### src/rtl/ex_mem_reg.sv
// rtl/ex_mem_reg.sv - EX/MEM pipeline register with flush/stall and optional overflow trap
// Optional feature: define EXMEM_OVF_TRAP_EN to compile in the overflow trap (exc_ovf/epc).
module ex_mem_reg #(
  parameter int XLEN  = 32,
  parameter int RADDR = 5
) (
  input  logic             clk,
  input  logic             rst_n,
  input  logic             stall,
  input  logic             flush,
  input  logic             ex_valid,
  input  logic [XLEN-1:0]  ex_alu_result,
  input  logic [XLEN-1:0]  ex_wdata,
  input  logic [RADDR-1:0] ex_dst_reg,
  input  logic [XLEN-1:0]  ex_pc,
  input  logic             ex_reg_write,
  input  logic             ex_mem_read,
  input  logic             ex_mem_write,
  input  logic             ex_mem_to_reg,
  input  logic             ex_overflow,
  output logic             mem_valid,
  output logic [XLEN-1:0]  mem_alu_result,
  output logic [XLEN-1:0]  mem_wdata,
  output logic [XLEN-1:0]  mem_pc,
  output logic [RADDR-1:0] mem_dst_reg,
  output logic             mem_reg_write,
  output logic             mem_mem_read,
  output logic             mem_mem_write,
  output logic             mem_mem_to_reg,
  output logic             exc_ovf,
  output logic [XLEN-1:0]  epc
);

  logic             valid_q, valid_d;
  logic [XLEN-1:0]  alu_q, alu_d;
  logic [XLEN-1:0]  wdata_q, wdata_d;
  logic [XLEN-1:0]  pc_q, pc_d;
  logic [RADDR-1:0] dst_q, dst_d;
  logic             rw_q, rw_d;
  logic             mr_q, mr_d;
  logic             mw_q, mw_d;
  logic             m2r_q, m2r_d;

  logic trap;
  logic load_bubble;
  logic load_capture;
  logic take_trap;

`ifdef EXMEM_OVF_TRAP_EN
  logic             exc_q, exc_d;
  logic [XLEN-1:0]  epc_q, epc_d;

  assign trap = ex_valid & ex_overflow & ex_reg_write;
`else
  logic unused_ovf;

  assign unused_ovf = ex_overflow;
  assign trap       = 1'b0;
`endif

  // Only a capture edge may trap; flush and stall both mask it.
  assign take_trap    = ~flush & ~stall & trap;
  assign load_bubble  = flush | (~stall & (~ex_valid | trap));
  assign load_capture = ~flush & ~stall & ex_valid & ~trap;

  always_comb begin
    valid_d = valid_q;
    alu_d   = alu_q;
    wdata_d = wdata_q;
    pc_d    = pc_q;
    dst_d   = dst_q;
    rw_d    = rw_q;
    mr_d    = mr_q;
    mw_d    = mw_q;
    m2r_d   = m2r_q;
    if (load_bubble) begin
      valid_d = 1'b0;
      alu_d   = '0;
      wdata_d = '0;
      pc_d    = '0;
      dst_d   = '0;
      rw_d    = 1'b0;
      mr_d    = 1'b0;
      mw_d    = 1'b0;
      m2r_d   = 1'b0;
    end else if (load_capture) begin
      valid_d = 1'b1;
      alu_d   = ex_alu_result;
      wdata_d = ex_wdata;
      pc_d    = ex_pc;
      dst_d   = ex_dst_reg;
      // Writes to $zero are dropped here so later stages never see them.
      rw_d    = ex_reg_write & (ex_dst_reg != '0);
      mr_d    = ex_mem_read;
      mw_d    = ex_mem_write;
      m2r_d   = ex_mem_to_reg;
    end
  end

`ifdef EXMEM_OVF_TRAP_EN
  always_comb begin
    exc_d = take_trap;
    epc_d = take_trap ? ex_pc : epc_q;
  end
`endif

  always_ff @(posedge clk) begin
    if (!rst_n) begin
      valid_q <= 1'b0;
      alu_q   <= '0;
      wdata_q <= '0;
      pc_q    <= '0;
      dst_q   <= '0;
      rw_q    <= 1'b0;
      mr_q    <= 1'b0;
      mw_q    <= 1'b0;
      m2r_q   <= 1'b0;
    end else begin
      valid_q <= valid_d;
      alu_q   <= alu_d;
      wdata_q <= wdata_d;
      pc_q    <= pc_d;
      dst_q   <= dst_d;
      rw_q    <= rw_d;
      mr_q    <= mr_d;
      mw_q    <= mw_d;
      m2r_q   <= m2r_d;
    end
  end

`ifdef EXMEM_OVF_TRAP_EN
  always_ff @(posedge clk) begin
    if (!rst_n) begin
      exc_q <= 1'b0;
      epc_q <= '0;
    end else begin
      exc_q <= exc_d;
      epc_q <= epc_d;
    end
  end

  assign exc_ovf = exc_q;
  assign epc     = epc_q;
`else
  assign exc_ovf = 1'b0;
  assign epc     = '0;
`endif

  assign mem_valid      = valid_q;
  assign mem_alu_result = alu_q;
  assign mem_wdata      = wdata_q;
  assign mem_pc         = pc_q;
  assign mem_dst_reg    = dst_q;
  assign mem_reg_write  = rw_q;
  assign mem_mem_read   = mr_q;
  assign mem_mem_write  = mw_q;
  assign mem_mem_to_reg = m2r_q;

endmodule
### config.mk
export PLATFORM = sky130hd
export DESIGN_NAME = ex_mem_reg
export DESIGN_NICKNAME = d
export VERILOG_FILES = /design/src/rtl/ex_mem_reg.sv
export SDC_FILE = /design/constraint.sdc
export NUM_CORES = 1
export LEC_CHECK = 0
export ABC_AREA = 1
export CAP_MARGIN = 5
export CORE_MARGIN = 5
export CORE_UTILIZATION = 37
export CTS_CLUSTER_SIZE = 8
export DETAILED_ROUTE_END_ITERATION = 16
export PLACE_DENSITY = 0.81
export SLEW_MARGIN = 20
export SYNTH_ARGS = -nofsm -noshare
export SYNTH_HDL_FRONTEND = slang
export SYNTH_SLANG_ARGS = --single-unit
### constraint.sdc
create_clock -name clk -period 1.6 [get_ports clk]
set_clock_uncertainty 0.15 [all_clocks]
set_input_delay 0.24 -clock clk [delete_from_list [all_inputs] [get_ports clk]]
set_output_delay 0.24 -clock clk [all_outputs]
set_load 0.02 [all_outputs]
**Word-level counts from Yosys, hierarchy flattened**

Index checks and enable logic that the tools add are counted.

- Memory bits (writable): 0
- Logic and storage cells: 20
- Bits in read-only memories: 0
- Memories: 0
- Input bits: 111
- Flip-flop bits (word level): 106
- Bits in latches: 0

- Div/mod/pow operators: 0
- Shift operators: 0
- Reduce and logical (&&, ||, !) cells: 2
- $mul: 0
- $add $sub $neg: 0
- Bitwise logic cells: 9
- Order comparisons: 0
- Equal/unequal tests: 0
- Muxes and demuxes: 0

Operators by type and width:

| kind | number |
|---|---|
| nonzero test 5 bit | 1 |
| bitwise AND 1 bit | 4 |
| inverter 1 bit | 4 |
| OR reduction 2 bit | 1 |
| OR 1 bit | 1 |

**Longest topological paths before layout**

Gate-level depths: netlist of the first run.

- Depth in word-level cells: 4
- Mapped depth: 7

**Worst setup path after synthesis of the first run**

OpenSTA, ideal clock, no wires.

- Path kind: input to register
- Start point: in flush
- End point: reg alu_q[0], in the netlist mem_alu_result[0]
- Cell stages on the path: 6
- Path slack: 0.338 ns
- Required time: 1.334 ns
- Arrival time: 0.997 ns
- Path through: nor2_1 nand2_1 buf_2 buf_2 nor2_1 nor2_1

- Cells in the longest elaborated chain, start to end: 3
- Elaborated cells on any way between the ends: 5
- Classes of those cells: 4 x bitwise; 1 x reduce/logical

RTL lines:

| item | line | text |
|---|---|---|
| from (decl) | 10 | `input logic flush,` |
| inverter 1 bit | 64 | `assign load_capture = ~flush & ~stall & ex_valid & ~trap;` |
| bitwise AND 1 bit (2 in series) | 64 |  |
| to (signal assigned) | 120 | `alu_q <= alu_d;` |
| to (decl) | 35 | `logic [XLEN-1:0] alu_q, alu_d;` |

Parallel ways exist; a longest one is shown, timed or not.
A chain may end at the register's enable or synchronous reset.

**Worst setup path after layout of the first run**

- Start point: reg dst_q[0], in the netlist mem_dst_reg[0]
- End point: out mem_dst_reg[0]

RTL lines:

| item | line | text |
|---|---|---|
| from (decl) | 38 | `logic [RADDR-1:0] dst_q, dst_d;` |
| from (signal assigned) | 123 | `dst_q <= dst_d;` |
| to (decl) | 25 | `output logic [RADDR-1:0] mem_dst_reg,` |

No word-level cell between the ends.

==> run_results.csv, run 1 <==
group,metric,value,unit
route,wl,12280,um
place,gp_routability_congestion,0.8037,
timing,grt_setup_unrepaired,"no",
route,final_antenna_net_count,0,
critical_path,crit_path_top_delay_cell,"dfxtp_1",
clock_tree,htree_num_levels,3,
synth,synth_sequential_area_ratio,0.5388,
synth,post_synth_num_cell_types,17,
clock_tree,numCtsBuffers,9,
synth,synth_edf_count,0,
critical_path,worst_ep_required_time,1210,ps
timing,whs,307.6,ps
floorplanning,io-pin-count,250,
synth,most_frequent_cells_after_synthesis,"nor2_1, dfxtp_1, o21ai_0, o21ai_1, buf_4",
outcome,outcome,"completed",
route,post_drt_via_cell_ratio,4.665,
final_layout,layout.nets,820,
global_routing,grt_first_pass_wirelength,19140,um
route,residual_drc_count,0,
synth,most_used_standard_cell_by_instance_count_after_synthesis,"nor2_1",
final_layout,antennaDiodeCount,0,
place,hpwlAfterDp,9120,um
critical_path,worst-endpoint-arrival,1080,ps
synth,dominantRegCellSynth,"dfxtp_1",
global_routing,largest_net_degree_at_the_start_of_global_routing,54,
global_routing,grt.overflow.total,0,
floorplanning,fp-row-count,37,
final_layout,final.fill_count,944,
synth,postSynthRegisterBits,106,
place,pre_cts_ws,-189.6,ps
clock_tree,cts_tree,"done",
pwr,pwr_density_cell,809.9,nW/um2
timing,finalMaxSlewViolations,0,
clock_tree,cts.root.buffer_cell,"clkbuf_8",
global_routing,antenna_found_initial,0,
timing,final.setup.worst_slack,130.3,ps
clock_tree,clk_latency,350,ps
pwr,vdd_ir_drop_max,676.6,uV
global_routing,track_usage,0.1830,
timing,finalWorstPathRequiredPeriod,1470,ps
final_layout,final-seq-area,2122,um2
clock_tree,clock_path_buffers,2,
clock_tree,clk_pin_slew,90,ps
route,vias,3965,
timing,maxClockFrequency,680.4,MHz
final_layout,multiInputGateArea,1518,um2
clock_tree,cts_setup_buffers,0,
route,first_iter_violations,261,
route,post_drt_wl_per_cell,14.45,um
final_layout,area_growth,56.77,%
critical_path,chain_of_cells_forming_the_critical_path,"dlygate4sd2_1",
floorplanning,die_height,113.2,um
clock_tree,cts.sinks,106,
job,max-cap-violations,0,
critical_path,delay_of_the_slowest_cell_on_the_worst_path,370,ps
synth,synth-warning-count,0,
route,dr.pass1.iters,4,
floorplanning,placeableCoreArea,10370,um2
critical_path,family_with_the_most_delay_on_the_worst_path,"flip-flops",
timing,setup_viol_count_final,0,
synth,synth_largest_area_cell,"dfxtp_1",
critical_path,critPathBufInv,1,
synth,yosys.area.top_type_share,0.5388,
critical_path,crit_path_start_kind,"register",
timing,final.period_utilization,0.9185,
final_layout,drive_gt1_frac,0.03922,
synth,synth.top_cells.by_area,"dfxtp_1, nor2_1, o21ai_0",
critical_path,worstSetupPathType,"register to primary output",
hold_path,worst_hold_path_type,"input port to register",
global_routing,first_global_vias,4039,
critical_path,setup.worst_path.end_class,"primary output",
timing,finalHoldViolCount,0,
pwr,total_leakage_power,3.117,nW
floorplanning,floorplan.die.width,113.2,um
critical_path,critical_path.max_fanout,2,
floorplanning,start_util,0.3798,
synth,average_cell_area_after_synthesis,7.800,um2
floorplanning,die_area,12810,um2
synth,cell_area_after_synthesis,3939,um2
pwr,design_power_total,5.001,mW
synth,synthArstFlopShare,0,
synth,netlist_instances,505,
place,port_buffers,215,
[through the flow]
step | TNS (ps) | utilization | instance area [um2] | instances
5_1_grt | 0 | 0.5954 | 6175 | 850
4_1_cts | 0 | 0.5954 | 6175 | 850
6_report | 0 | 0.5954 | 6175 | 850
3_3_place_gp | -8377 | 0.5923 | 6142 | 834
3_5_place_dp | -14290 | 0.5923 | 6142 | 834
2_1_floorplan | 0 | - | 4059 | 537
[power by group]
part | internal [mW] | switching, mW | leakage, nW
combinational | 0.386 | 0.413 | 2.18
clock | 0.611 | 0.844 | 0.0807
sequential | 2.71 | 0.0350 | 0.861
[kinds of logic after synthesis]
| group | after synthesis | share of synthesized area |
|---|---|---|
| buffers and inverters | 70 | 0.1096 |
| other | 1 | 0.0009521 |
| AND/OR/NAND/NOR | 223 | 0.2166 |
| AO/OA/AOI/OAI | 105 | 0.1341 |
| flip-flops | 106 | 0.5388 |
[final timing paths]
kind / slack (ps) / endpoint / startpoint / cells after the start
hold reg to reg: 330 / mem_valid / mem_valid / 1
setup / recovery: 130 / mem_dst_reg[0] / mem_dst_reg[0] / 1
hold / removal: 310 / mem_alu_result[1] / ex_alu_result[1] / 3
setup reg to reg: 770 / mem_wdata[23] / mem_wdata[23] / 2
[routing by layer]
layer	vias to the layer above	part of all wire	global-route usage	wire length (um)
li1	1937	-	-	-
met5	-	0	0	0
met2	203	0.49	0.3199	5967
met4	0	0.032	0.08894	390
met1	1797	0.36	0.1878	4465
met3	28	0.12	0.07754	1461
[final cells by class]
cell class	count	share of cell area
Timing Repair Buffer	227	0.3538
Sequential cell	106	0.3437
Multi-Input combinational cell	361	0.2458
Tap cell	136	0.02756
Clock buffer	14	0.02472
Inverter	4	0.002432
Clock inverter	2	0.002026
[cell usage in the layout, fill, tap and decap left out, drive strengths merged, types with 2 or more instances in the layout]
cell type and n:
conb 33, nand3 2, dlygate4sd2 106, o21ai 103
nor2 215, dfxtp 106, buf 12, nand2 5
inv 4, clkdlybuf4s50 109, clkbuf 14
[what timing repair did]
item                                    CTS  global route
endpoints found under the setup margin  106             0
hold endpoints to repair                  0             0
resized for setup                       106             0
hold buffers                              0             0
(Power assumes the default switching activity.)
==> inputs of run 2 (changes only) <==
CAP_MARGIN = default   (was 5)
CORE_UTILIZATION = 30   (was 37)
PLACE_DENSITY = 0.68   (was 0.81)
clock period = 1.5 ns   (was 1.6 ns; I/O delays follow)
==> run 2 against run 1 <==
  * Global-route usage shrank 2.9 points
  * Register-to-register slack lost 90 ps
  * Core utilization fell by 9.7 points
  * Power rose by 22%
  * Cell count grew 4.1%
  * Via count down 2.0%
  * Critical path type unchanged
  * Clock-buffer cell count decreased by 2
  * Non-clock buffer count is the same
  * Sequential power is 7% higher
  * Critical endpoint is now mem_dst_reg[3]
  * Critical path depth unchanged
  * Final area increased by 2.7%
  * First-iteration DRC count down 39%
==> run_results.csv, run 2 (same netlist as run 1, synthesis figures left out) <==
group,metric,value,unit
hold_path,hold_path_end,"mem_pc[7]",
critical_path,worst-endpoint-arrival,1060,ps
place,hpwlAfterDp,8995,um
route,residual_drc_count,0,
global_routing,first_global_vias,3847,
route,post_drt_wl_per_cell,13.71,um
critical_path,reg2reg_from,"mem_alu_result[22]",
hold_path,worst_hold_path_type,"input port to register",
floorplanning,floorplan.die.width,124.6,um
final_layout,layout_common_cells,"nor2_1, clkdlybuf4s50_1, dfxtp_1, dlygate4sd2_1, o21ai_0",
clock_tree,clk_latency,340,ps
timing,finalWorstPathRequiredPeriod,1432,ps
route,vias,3887,
pwr,pwr_density_cell,959.6,nW/um2
timing,final.period_utilization,0.9548,
clock_tree,clk_pin_slew,70,ps
outcome,outcome,"completed",
clock_tree,htree_num_levels,3,
route,final_antenna_net_count,0,
timing,finalMaxSlewViolations,0,
timing,grt_setup_unrepaired,"no",
hold_path,min_path_cells,3,
place,port_buffers,215,
global_routing,track_usage,0.1535,
global_routing,antenna_found_initial,0,
final_layout,layout.core_utilization,0.4984,
final_layout,multiInputGateArea,1518,um2
route,wl,12130,um
job,max-cap-violations,0,
critical_path,crit_path_start_kind,"register",
critical_path,chain_of_cells_forming_the_critical_path,"dlygate4sd2_1",
critical_path,critPathBufInv,1,
critical_path,delay_of_the_slowest_cell_on_the_worst_path,370,ps
critical_path,regToRegEndpoint,"mem_alu_result[22]",
timing,finalHoldViolCount,0,
place,dpl-instance-area,6187,um2
final_layout,antennaDiodeCount,0,
floorplanning,fp-row-count,41,
clock_tree,numCtsBuffers,9,
clock_tree,clock_path_buffers,2,
critical_path,worstRegToRegCells,2,
final_layout,final-seq-area,2122,um2
final_layout,layout.nets,820,
clock_tree,cts.sinks,106,
clock_tree,cts.root.buffer_cell,"clkbuf_16",
global_routing,grt_first_pass_wirelength,19640,um
route,dr.pass1.iters,4,
timing,totalNegativeSetupSlack,0,ps
timing,maxClockFrequency,698.2,MHz
route,post_drt_via_cell_ratio,4.392,
critical_path,rrSetupSlack,680,ps
final_layout,final.fill_count,1257,
final_layout,area_growth,60.99,%
timing,whs,311.8,ps
floorplanning,start_util,0.3096,
final_layout,final_common_cell,"nor2_1",
pwr,total_leakage_power,3.179,nW
floorplanning,die_area,15520,um2
critical_path,family_with_the_most_delay_on_the_worst_path,"flip-flops",
hold_path,min-delay-start,"ex_pc[7]",
critical_path,setup.worst_path.end_class,"primary output",
clock_tree,cts_setup_buffers,0,
final_layout,fin_area,6341,um2
critical_path,worstSetupPathType,"register to primary output",
floorplanning,die_height,124.6,um
final_layout,drive_gt1_frac,0.04067,
clock_tree,cts_tree,"done",
floorplanning,placeableCoreArea,12720,um2
place,gp_routability_congestion,0.7946,
global_routing,largest_net_degree_at_the_start_of_global_routing,57,
timing,setup_viol_count_final,0,
critical_path,crit_path_top_delay_cell,"dfxtp_1",
pwr,vdd_ir_drop_max,449.9,uV
floorplanning,io-pin-count,250,
route,first_iter_violations,159,
global_routing,grt.overflow.total,0,
critical_path,critical_path.max_fanout,2,
critical_path,worst_ep_required_time,1120,ps
==> run 2: cell types whose count changed in the layout (fill, tap and decap cells not counted) <==
cell | previous run | this run
clkbuf_1 | 4 | 2
clkbuf_8 | 10 | 1
clkinvlp_4 | 1 | 0
clkbuf_16 | 0 | 9
clkinv_2 | 1 | 2
bufinv_16 | 0 | 1
==> run 2: stage by stage <==
stage                     std cells  setup WS (ps)  power, mW
after floorplan                 537          252.7      3.435
after global placement          870         -200.5      3.893
after detailed placement        870         -241.2      3.903
after CTS                       885          26.52      6.186
after global routing            885          1.120      6.385
final                           885          67.84      6.085
==> run 2: power breakdown <==
part           leakage [nW]  switching (mW)  internal, mW  total [mW]
clock                 0.142           0.977          1.33        2.30
combinational          2.18           0.437         0.412       0.849
sequential            0.861          0.0375          2.89        2.93
==> run 2: per-layer routing <==
metal / track usage / part of all wire / vias up / wire (um)
li1: - / - / 1947 / -
met4: 0.07415 / 0.027 / 0 / 332
met5: 0 / 0 / - / 0
met1: 0.1785 / 0.42 / 1733 / 5064
met3: 0.07762 / 0.12 / 20 / 1493
met2: 0.2338 / 0.43 / 187 / 5240
==> run 2: what timing repair did <==
item / CTS / global route
gates resized for setup: 106 / 0
hold buffers: 0 / 0
setup endpoints to repair: 106 / 0
==> run 2: worst max path at each step <==
stage	from	to	slack, ps	cells after the start
5_1_grt	stall	mem_alu_result[0]	1	6
2_1_floorplan	flush	mem_alu_result[0]	250	6
3_5_place_dp	ex_valid	mem_alu_result[22]	-240	6
6_report	mem_dst_reg[3]	mem_dst_reg[3]	70	1
4_1_cts	mem_dst_reg[3]	mem_dst_reg[3]	30	1
3_3_place_gp	stall	mem_wdata[16]	-200	7
==> run 2: cell type report <==
| cell class | instances | share of cell area |
|---|---|---|
| clock buffer | 12 | 0.03887 |
| sequential | 106 | 0.3346 |
| clock inverter | 3 | 0.006314 |
| timing repair buffer | 227 | 0.3445 |
| tap | 172 | 0.03394 |
| inverter | 4 | 0.002368 |
| multi-input combinational | 361 | 0.2393 |
==> inputs of run 3 (changes only) <==
CTS_CLUSTER_SIZE = default   (was 8)
SETUP_SLACK_MARGIN = 0.5   (was default)
==> run 3 against run 2 <==
  * Sequential power is 2% higher
  * Die area stayed put
  * Core utilization is 18 points higher
  * Largest cell class unchanged
==> run_results.csv, run 3 (same netlist as run 1, synthesis figures left out) <==
group,metric,value,unit
floorplanning,floorplan.die.width,124.6,um
critical_path,setup.worst_path.end_class,"register",
place,pre_cts_ws,-265.6,ps
timing,finalMaxSlewViolations,0,
timing,maxClockFrequency,827.2,MHz
timing,grt_setup_unrepaired,"yes",
critical_path,crit_path_start_kind,"input port",
clock_tree,cts-hold-fix-buffers,0,
floorplanning,placeableCoreArea,12720,um2
global_routing,antenna_found_initial,0,
pwr,total_leakage_power,3.735,nW
floorplanning,fp-row-count,41,
route,post_drt_via_cell_ratio,4.716,
clock_tree,cts_tree,"done",
critical_path,worst-endpoint-arrival,1330,ps
timing,final.setup.worst_slack,291.1,ps
clock_tree,clk_pin_slew,70,ps
floorplanning,start_util,0.3096,
pwr,design_power_total,6.931,mW
clock_tree,numCtsBuffers,9,
global_routing,grt_first_pass_wirelength,26590,um
place,dpl-instance-area,6190,um2
timing,finalHoldViolCount,0,
critical_path,critical_path.max_fanout,7,
route,first_iter_violations,226,
pwr,vdd_ir_drop_max,595.7,uV
final_layout,fin_area,8648,um2
floorplanning,io-pin-count,250,
place,port_buffers,215,
final_layout,drive_gt1_frac,0.5170,
hold_path,min-delay-start,"ex_valid",
clock_tree,clock_path_buffers,2,
hold_path,hold_path_end,"mem_dst_reg[0]",
place,hpwlAfterDp,8868,um
place,gp_routability_congestion,0.7939,
timing,final.period_utilization,0.8060,
place,place.detailed.instances,869,
route,wl,18430,um
critical_path,worstSetupPathType,"input port to register",
floorplanning,die_height,124.6,um
critical_path,worstRegToRegCells,3,
pwr,pwr_density_cell,801.4,nW/um2
clock_tree,cts.root.buffer_cell,"clkbuf_16",
clock_tree,cts.sinks,106,
final_layout,layout.core_utilization,0.6798,
final_layout,final_common_cell,"nor2_1",
clock_tree,htree_num_levels,3,
route,vias,4551,
final_layout,layout.nets,899,
floorplanning,die_area,15520,um2
critical_path,worst_ep_required_time,1620,ps
hold_path,min_path_cells,4,
hold_path,worst_hold_path_type,"input port to register",
timing,whs,152.2,ps
route,residual_drc_count,0,
route,post_drt_wl_per_cell,19.10,um
timing,totalNegativeSetupSlack,0,ps
global_routing,first_global_vias,4693,
global_routing,largest_net_degree_at_the_start_of_global_routing,26,
final_layout,area_growth,119.6,%
route,dr.pass1.iters,5,
critical_path,rrSetupSlack,580,ps
global_routing,track_usage,0.2183,
final_layout,antennaDiodeCount,0,
final_layout,final.fill_count,959,
critical_path,reg2reg_from,"mem_dst_reg[2]",
job,max-cap-violations,0,
global_routing,grt.overflow.total,0,
final_layout,stdcell_count,965,
clock_tree,clk_latency,350,ps
timing,setup_viol_count_final,0,
critical_path,regToRegEndpoint,"mem_dst_reg[2]",
outcome,outcome,"completed",
route,final_antenna_net_count,0,
timing,finalWorstPathRequiredPeriod,1209,ps
final_layout,layout_common_cells,"nor2_1, buf_6, dfxtp_2",
==> run 3: changes by cell type in the layout (fill, tap and decap cells not counted), moves of 29 or more <==
cell | previous run | this run
buf_6 | 0 | 122
dfxtp_1 | 106 | 0
dfxtp_2 | 0 | 106
dlygate4sd2_1 | 106 | 0
o21ai_0 | 59 | 2
o21ai_2 | 0 | 55
buf_16 | 0 | 29
==> run 3: worst max-delay path by stage <==
stage / startpoint / end / slack [ps] / depth (start not counted)
after detailed placement: ex_valid / mem_alu_result[13] / -270 / 6
after global routing: stall / mem_wdata[0] / 260 / 10
after global placement: stall / mem_reg_write / -220 / 8
after CTS: mem_wdata[18] / mem_wdata[18] / 290 / 1
final: stall / mem_wdata[0] / 290 / 10
after floorplan: flush / mem_alu_result[0] / 420 / 6
==> run 3: where the power goes <==
part           switching, mW  internal [mW]  total (mW)
Clock                   1.06           1.34        2.41
Combinational          0.674          0.873        1.55
Sequential            0.0668           2.91        2.98
Total                   1.81           5.13        6.93
==> run 3: final cells by class <==
type	instances	area [um2]	area share
Inverter	4	17.52	0.002025
Tap cell	172	215.2	0.02488
Sequential cell	106	2255	0.2607
Clock buffer	12	246.5	0.02850
Multi-Input combinational cell	361	1902	0.2199
Timing Repair Buffer	306	3961	0.4580
Clock inverter	4	51.30	0.005932
==> run 3: worst max-delay path: stages <==
cell     delay (ps)
buf_8           100
buf_6           120
nor2_4          150
buf_6           120
buf_12          100
buf_8           100
buf_12          110
buf_16          120
o21ai_1          60
nor2_1          110
==> run 3: layer usage <==
| layer | vias to the layer above | global-route usage | wire (um) |
|---|---|---|---|
| met5 | - | 0 | 0 |
| met4 | 0 | 0.08640 | 489 |
| met3 | 35 | 0.06775 | 1706 |
| met2 | 238 | 0.3807 | 9175 |
| met1 | 2132 | 0.2479 | 7057 |
| li1 | 2146 | - | - |
==> run 3: repair_timing <==
item                       4_1_cts  5_1_grt
resized for setup              869      119
cloned                          29        5
pin swaps                       22       72
setup endpoints to repair      212      212
setup buffers                   29       17
==> variant: new RTL, flow settings as in run 3 <==
Build with the macro `EXMEM_OVF_TRAP_EN` defined.
--- a/src/rtl/ex_mem_reg.sv
+++ b/src/rtl/ex_mem_reg.sv
@@ -2,2 +2,4 @@
 // Optional feature: define EXMEM_OVF_TRAP_EN to compile in the overflow trap (exc_ovf/epc).
+`define EXMEM_OVF_TRAP_EN
+
 module ex_mem_reg #(
Check against the original RTL: not equivalent (a bounded check fails within 4 cycles, from zero or initial values and one cycle with rst_n low).
==> variant against run 3 <==
  * Routed wire length up 23%
  * Combinational power down 25%
  * Power up 35%
  * Sequential cell count up 33
  * Synthesized cell count up 21%
  * Final area up 27%
  * Worst setup slack worse by 0.077 ns
  * Synthesized area up 25%
  * Sequential power up 27%
  * Critical path type is now reg -> out
  * Largest cell class unchanged
  * Largest power group is now the clock network
  * Highest routed layer unchanged
==> variant: results <==
group,metric,value,unit
run_status,status,"complete, no violations",
global_routing,grt_use_met1,0.215,
route,vias_per_cell,4.76,
critical_path,r2r-start,"mem_wdata[8]",
clocking,postCtsSetupBuffers,23,
synthesis,synth_cell_type_count,18,
critical_path,regToRegSetupSlack,0.55,ns
placement,gp_congestion,0.781,
clocking,cts_buffers,17,
global_routing,grt_pass1_wl,28000,µm
critical_path,crit_fanout,2,
global_routing,met3_usage,0.0772,
route,dr.pass1.iters,4,
placement,port_buffers,249,
pwr,p_switching,2.26,mW
critical_path,path_delay_family,"flip-flops",
sta,fmax,0.778,GHz
final_layout,drive_gt1_frac,0.673,
route,wire_per_inst,19.2,µm
synthesis,syn_inst,612,
hold_path,hold_depth,3,
global_routing,grt.met2_usage,0.300,
final_layout,design_area,11000,µm²
critical_path,critPathArrivalTime,0.91,ns
pwr,leakagePower,4.27,nW
critical_path,crit_path_end,"mem_alu_result[14]",
route,vias,5606,
[variant: logic make-up after synthesis]
logic type,share of synthesized area
buffers and inverters,0.0504
flip-flops,0.564
AO/OA/AOI/OAI,0.162
AND/OR/NAND/NOR,0.224
[variant: power groups by stage]
stage	clock network (mW)	registers, mW	logic, mW
finish	4.43	3.77	1.17
floorplan	0	3.89	0.216
CTS	4.48	3.77	0.869
global route	4.66	3.78	1.22
detailed placement	0	3.84	0.771
global placement	0	3.83	0.771
[variant: final cells by class]
cell class	count	area share
repair buffers	359	0.397
flip-flops and latches	139	0.269
multi-input cells	426	0.248
clock buffers	19	0.0413
well taps	216	0.0246
clock inverters	13	0.0150
inverters	5	0.00422
repair inverters	1	0.000798
[variant: routing by layer]
layer | vias to the layer above | wire length, µm
met2 | 225 | 11400
met5 | - | 0
met4 | 0 | 646
met1 | 2688 | 8900
li1 | 2650 | -
met3 | 43 | 1620
